File: src/rtl/scoreboard_register_file_pkg.sv
// Shared constants and address type for the scoreboarded register file.
package scoreboard_register_file_pkg;
  localparam int DEF_D = 5;
  localparam int DEF_W = 32;
  localparam int DEF_R = 2;

  typedef logic [DEF_D-1:0] reg_addr_t;
endpackage

File: src/rtl/scoreboard_register_file_if.sv
// Read/write/reserve bus of the scoreboarded register file.
interface scoreboard_register_file_if
  import scoreboard_register_file_pkg::*;
#(
  parameter int D = DEF_D,
  parameter int W = DEF_W,
  parameter int R = DEF_R
);
  logic [R-1:0][D-1:0] rd_addr;
  logic [R-1:0][W-1:0] rd_data;
  logic [R-1:0]        rd_busy;
  logic                wr_en;
  logic [D-1:0]        wr_addr;
  logic [W-1:0]        wr_data;
  logic                rsv_en;
  logic [D-1:0]        rsv_addr;
  logic [D:0]          busy_count;

  modport master (
    output rd_addr, wr_en, wr_addr, wr_data, rsv_en, rsv_addr,
    input  rd_data, rd_busy, busy_count
  );

  modport slave (
    input  rd_addr, wr_en, wr_addr, wr_data, rsv_en, rsv_addr,
    output rd_data, rd_busy, busy_count
  );
endinterface

File: src/rtl/scoreboard_register_file_read_port.sv
// One combinational read port: register mux, same-cycle write bypass, busy lookup.
module rf_read_port
  import scoreboard_register_file_pkg::*;
#(
  parameter int D        = DEF_D,
  parameter int W        = DEF_W,
  parameter int ZERO_REG = 1
) (
  input  logic                       rst_n,
  input  logic [D-1:0]               addr,
  input  logic [(1<<D)-1:0][W-1:0]   regs_q,
  input  logic [(1<<D)-1:0]          busy_q,
  input  logic                       wr_en,
  input  logic [D-1:0]               wr_addr,
  input  logic [W-1:0]               wr_data,
  output logic [W-1:0]               data,
  output logic                       busy
);
  logic is_zero;
  logic hit;

  always_comb begin
    is_zero = (ZERO_REG != 0) && (addr == '0);
    hit     = wr_en && (wr_addr == addr);
    data    = regs_q[addr];
    busy    = busy_q[addr];
    // Reset forces quiet outputs even while a bypassing write is presented.
    if (!rst_n || is_zero) begin
      data = '0;
      busy = 1'b0;
    end else if (hit) begin
      data = wr_data;
      busy = 1'b0;
    end
  end
endmodule

File: src/rtl/scoreboard_register_file.sv
// Register file with per-register busy bits set at issue (reserve) and cleared at writeback.
module scoreboard_register_file
  import scoreboard_register_file_pkg::*;
#(
  parameter int D        = DEF_D,
  parameter int W        = DEF_W,
  parameter int R        = DEF_R,
  parameter int ZERO_REG = 1
) (
  input logic                     clk,
  input logic                     rst_n,
  scoreboard_register_file_if.slave bus
);
  localparam int N = 1 << D;

  logic [N-1:0][W-1:0] regs_q;
  logic [N-1:0]        busy_q;
  logic [D:0]          count_q;
  logic                wr_ok, rsv_ok, inc, dec;
  logic [R-1:0][W-1:0] rd_data;
  logic [R-1:0]        rd_busy;

  always_comb begin
    wr_ok  = bus.wr_en  && !((ZERO_REG != 0) && (bus.wr_addr  == '0));
    rsv_ok = bus.rsv_en && !((ZERO_REG != 0) && (bus.rsv_addr == '0));
    // A reserve landing on the register being written keeps it busy, so no decrement.
    inc    = rsv_ok && !busy_q[bus.rsv_addr];
    dec    = wr_ok && busy_q[bus.wr_addr] && !(rsv_ok && (bus.rsv_addr == bus.wr_addr));
  end

  always_ff @(posedge clk or negedge rst_n) begin
    if (!rst_n) begin
      regs_q <= '0;
    end else if (wr_ok) begin
      regs_q[bus.wr_addr] <= bus.wr_data;
    end
  end

  always_ff @(posedge clk or negedge rst_n) begin
    if (!rst_n) begin
      busy_q <= '0;
    end else begin
      if (wr_ok)  busy_q[bus.wr_addr]  <= 1'b0;
      if (rsv_ok) busy_q[bus.rsv_addr] <= 1'b1;
    end
  end

  always_ff @(posedge clk or negedge rst_n) begin
    if (!rst_n) begin
      count_q <= '0;
    end else if (inc && !dec) begin
      count_q <= count_q + 1'b1;
    end else if (dec && !inc) begin
      count_q <= count_q - 1'b1;
    end
  end

  assign bus.busy_count = count_q;

  for (genvar p = 0; p < R; p++) begin : g_port
    rf_read_port #(.D(D), .W(W), .ZERO_REG(ZERO_REG)) u_port (
      .rst_n   (rst_n),
      .addr    (bus.rd_addr[p]),
      .regs_q  (regs_q),
      .busy_q  (busy_q),
      .wr_en   (bus.wr_en),
      .wr_addr (bus.wr_addr),
      .wr_data (bus.wr_data),
      .data    (rd_data[p]),
      .busy    (rd_busy[p])
    );
  end

  assign bus.rd_data = rd_data;
  assign bus.rd_busy = rd_busy;
endmodule

File: src/flat_wrapper.sv
// flat-port wrapper written by rule: the top's interface ports become plain ports
module scoreboard_register_file_flat import scoreboard_register_file_pkg::*;
#(
  parameter int D        = DEF_D,
  parameter int W        = DEF_W,
  parameter int R        = DEF_R,
  parameter int ZERO_REG = 1
)
  (clk, rst_n, bus_rd_addr, bus_wr_en, bus_wr_addr, bus_wr_data, bus_rsv_en, bus_rsv_addr, bus_rd_data, bus_rd_busy, bus_busy_count);
  scoreboard_register_file_if #(.D(D), .W(W), .R(R)) bus_i ();
  input logic clk;
  input logic rst_n;
  input wire logic [$bits(bus_i.rd_addr)-1:0] bus_rd_addr;
  input wire logic [$bits(bus_i.wr_en)-1:0] bus_wr_en;
  input wire logic [$bits(bus_i.wr_addr)-1:0] bus_wr_addr;
  input wire logic [$bits(bus_i.wr_data)-1:0] bus_wr_data;
  input wire logic [$bits(bus_i.rsv_en)-1:0] bus_rsv_en;
  input wire logic [$bits(bus_i.rsv_addr)-1:0] bus_rsv_addr;
  output wire logic [$bits(bus_i.rd_data)-1:0] bus_rd_data;
  output wire logic [$bits(bus_i.rd_busy)-1:0] bus_rd_busy;
  output wire logic [$bits(bus_i.busy_count)-1:0] bus_busy_count;
  assign bus_i.rd_addr = bus_rd_addr;
  assign bus_i.wr_en = bus_wr_en;
  assign bus_i.wr_addr = bus_wr_addr;
  assign bus_i.wr_data = bus_wr_data;
  assign bus_i.rsv_en = bus_rsv_en;
  assign bus_i.rsv_addr = bus_rsv_addr;
  assign bus_rd_data = bus_i.rd_data;
  assign bus_rd_busy = bus_i.rd_busy;
  assign bus_busy_count = bus_i.busy_count;
  scoreboard_register_file #(.D(D), .W(W), .R(R), .ZERO_REG(ZERO_REG)) u_core (.clk(clk), .rst_n(rst_n), .bus(bus_i));
endmodule
File: config.mk
export PLATFORM = sky130hd
export DESIGN_NAME = scoreboard_register_file_flat
export DESIGN_NICKNAME = d
export VERILOG_FILES = /design/src/rtl/scoreboard_register_file_pkg.sv /design/src/rtl/scoreboard_register_file_if.sv /design/src/rtl/scoreboard_register_file_read_port.sv /design/src/rtl/scoreboard_register_file.sv /design/src/flat_wrapper.sv
export SDC_FILE = /design/constraint.sdc
export NUM_CORES = 2
export LEC_CHECK = 0
export ABC_CLOCK_PERIOD_IN_PS = 6000
export CAP_MARGIN = 40
export CORE_AREA = 3 3 396 359
export DETAILED_ROUTE_END_ITERATION = 10
export DIE_AREA = 0 0 399 362
export REMOVE_ABC_BUFFERS = 1
export SYNTH_ARGS = -nofsm -noshare
export SYNTH_HDL_FRONTEND = slang
export SYNTH_SLANG_ARGS = --single-unit
File: constraint.sdc
create_clock -name clk -period 6 [get_ports clk]
set_input_delay 1.2 -clock clk [delete_from_list [all_inputs] [get_ports clk]]
set_output_delay 1.2 -clock clk [all_outputs]
set_load 0.1 [all_outputs]
==> key figures <==
Floorplan
  • IO Pins: ~130
  • Die area: roughly 140000 um^2
  • Row cnt: between 100 and 150
  • Die W: 399 um
  • Placeable Area: roughly 140000 um^2
  • Die height: approximately 360 um
  • Initial Util: 0.421

GRT
  • Remaining Overflow, GRT: 0
  • Global-route wire length before repair: 266 mm
  • Number of global-route vias before repair: approximately 38k
  • Initial antenna violation count: 5
  • Largest net degree at the start of global routing: between 150 and 200
  • GRT Util Overall: 0.247

Placement
  • I/O Buffers: roughly 130
  • Final Wtd Congestion: a little under 0.9
  • Placed insts: about 5.6k
  • Pre-CTS setup slack: around 0.74 ns
  • HPWL after detailed placement: 109 mm

Clocking
  • CTS tree: built
  • CTS Buf Count: 114
  • CTS Buffer Depth: 3
  • Setup Fix Bufs, Post-CTS: 0
  • Root buffer cell: clkbuf_16
  • Htree depth: 3
  • Worst-Skew Late Latency: approximately 0.73 ns
  • Post-cts resize count: 0
  • Clk sinks: between 1k and 1.5k
  • Clk pin slew, worst setup/hold paths: roughly 0.050 ns
  • Post-CTS Hold Fix Bufs: 0

Layout
  • Fin nets: between 3k and 4k
  • Utilization after layout: 0.483
  • Area grow syn2layout: 14.6%
  • Share of layout cells above drive strength 1: 0.375
  • Final Instance Count excl. Fillers: 5845
  • Diode count: 0

STA
  • Final period util: 0.872
  • Pin slew with the least headroom to its limit: around 0.99 ns
  • Final worst slack: roughly 0.77 ns
  • Final Critical Period: roughly 5.2 ns
  • Fmax achieved: 191 MHz
  • Slew Limit Fails: 0
  • Endpoints failing setup: 0
  • Count of final hold-check violations: 0
  • Hold_ws: 0.347 ns
  • RSZ-0062 raised after global routing: no
  • Worst Skew: 0.0102 ns
  • Setup TNS: 0 ns
  • Worst relative slew slack: 0.339

Critical path
  • R2R Setup Slk: 2.58 ns
  • Kind of critical path: in2out
  • Worst path required time: roughly 4.8 ns
  • CP max-delay cell: clkdlybuf4s50_1
  • CP peak stage delay: 0.90 ns
  • Maximum fanout along the worst path: 16
  • Critical path cell sequence: clkdlybuf4s50_1 > xnor2_1 > nand2_1 > o311a_2 > buf_12 > a21o_1 > buf_12
  • CP arrival: ~4.0 ns
  • CP Buf/Inv Count: 3
  • Crit-path most repeated cell: buf_12
  • Critical Path Start Type: input port
  • Top delay family on crit path: buffers and inverters
  • Setup crit end kind: output port

Synth
  • Sequential area share after synthesis: 0.458
  • Synthesis Warnings: 0
  • Gate Count Post-Synth: 3928
  • Post-synth EDFFs: 0
  • Yosys cell types: 64
  • Seq cells post-synth: between 1k and 1.5k
  • Asr flop ratio synth: 1.00
  • Prevailing post-synth register cell: dfrtp_1
  • Syn Area/Cell: 14.8 um^2
  • Mapped cell area: between 50000 and 60000 um^2

Detailed routing
  • DRT antenna net count: 0
  • DR vias/cell: 6.43
  • Pre-antenna DRT Iters: 6
  • Post-route DRC: 0
  • DR iter-0 viols: about 3.3k
  • WL per Instance: roughly 31 um
  • Routed via count: 37.6k
  • WL final: between 150 and 200 mm

Hold path
  • Min-delay worst type: in2async

Power
  • Peak VDD IR: 0.273 mV
  • Power Density: 330 nW/um^2
  • Leakage: just under 30 nW

Run status
  • Outcome: finished clean

Flow run
  • Max-cap violations: 0
stage by stage:
step,cell area [um^2],total power [mW]
floorplan,56000,12.9
global placement,61900,14.6
detailed placement,62700,14.8
CTS,66400,22.1
global route,66400,22.9
finish,66400,21.9
worst paths after layout:
check                                  start                  endpoint  cells past startpoint
min in group clk            u_core.regs_q[4]          u_core.regs_q[4]                      0
setup / recovery              bus_wr_addr[0]           bus_rd_data[23]                      7
hold reg to reg             u_core.regs_q[4]          u_core.regs_q[4]                      0
hold / removal                         rst_n        u_core.regs_q[173]                      1
setup reg to reg           u_core.busy_q[19]  u_core.bus.busy_count[5]                     13
max in group asynchronous              rst_n        u_core.regs_q[230]                      4
state kept, by name, summed over array words and instances, names as in the netlist:
signal                 cells
u_core.bus.busy_count      6
u_core.busy_q             32
u_core.regs_q           1024
cell usage after synthesis, drive strengths merged (4+ instances only):
cell type,number,area (um^2)
dfrtp,1062,26600
mux2,995,11200
mux4,474,10700
clkbuf,274,1030
mux2i,269,2690
buf,172,1000
a221oi,126,1100
nand2,98,368
a22oi,68,510
o21bai,60,450
a22o,41,359
nor2b,38,238
a21o,33,248
o21ai,32,160
a221o,31,310
nor2,27,101
xnor2,14,123
nand3,9,45.0
nor3b,8,60.1
a32o,6,60.1
inv,6,22.5
nor3,6,30.0
o221ai,6,52.6
or2,6,37.5
xor2,6,52.6
a21oi,5,25.0
ha,5,62.6
nand2b,5,31.3
o211ai,5,37.5
a311oi,4,35.0
nand4,4,25.0
logic make-up (layout without fill, tap and decap cells):
group / after synthesis / after routing / synth area share
flops: 1062 / 1062 / 0.458
compound gates: 436 / 436 / 0.0607
buf+inv: 454 / 537 / 0.0355
mux: 1738 / 1738 / 0.424
simple gates: 212 / 212 / 0.0175
fa+ha+maj: 6 / 6 / 0.00142
xor+xnor: 20 / 20 / 0.00302
power by group:
part | switching (mW) | internal (mW) | total (mW)
clock | 3.04 | 4.16 | 7.20
combinational | 2.38 | 2.81 | 5.19
sequential | 1.01 | 8.54 | 9.55
total | 6.44 | 15.5 | 21.9
layout make-up:
| type | count | area [um^2] |
|---|---|---|
| multi-input cells | 2412 | 29600 |
| flip-flops and latches | 1062 | 26600 |
| well taps | 1834 | 2290 |
| clock inverters | 35 | 392 |
| inverters | 8 | 30.0 |
| clock buffers | 177 | 3380 |
| repair buffers | 317 | 4220 |
| fillers | 11800 | 71200 |
layer usage:
metal / GRT usage / wire length [um]
met2: 0.380 / 82100
met3: 0.0415 / 12100
met5: 0 / 0
met4: 0.0643 / 4750
met1: 0.364 / 79800
worst reg2reg max path: cells and delay by family, from the launching register on:
family | cells | cell delay, ns
adders and majority gates | 2 | 0.57
buffers and inverters | 1 | 0.16
and+or+nand+nor | 2 | 0.36
xor gates and xnor gates | 1 | 0.11
muxes | 1 | 0.48
DFF | 1 | 0.45
AOI/OAI and AO/OA | 6 | 1.15
cells in the final DEF, fill, tap and decap left out, drive strengths merged, types with 33 or more instances in the layout:
master	Yosys	routed
a21o	33	33
a221oi	126	126
a22o	41	41
a22oi	68	68
buf	172	265
clkbuf	274	177
clkdlybuf4s50	0	52
dfrtp	1062	1062
mux2	995	995
mux2i	269	269
mux4	474	474
nand2	98	98
nor2b	38	38
o21bai	60	60
Power figures use the tool's default switching activity.
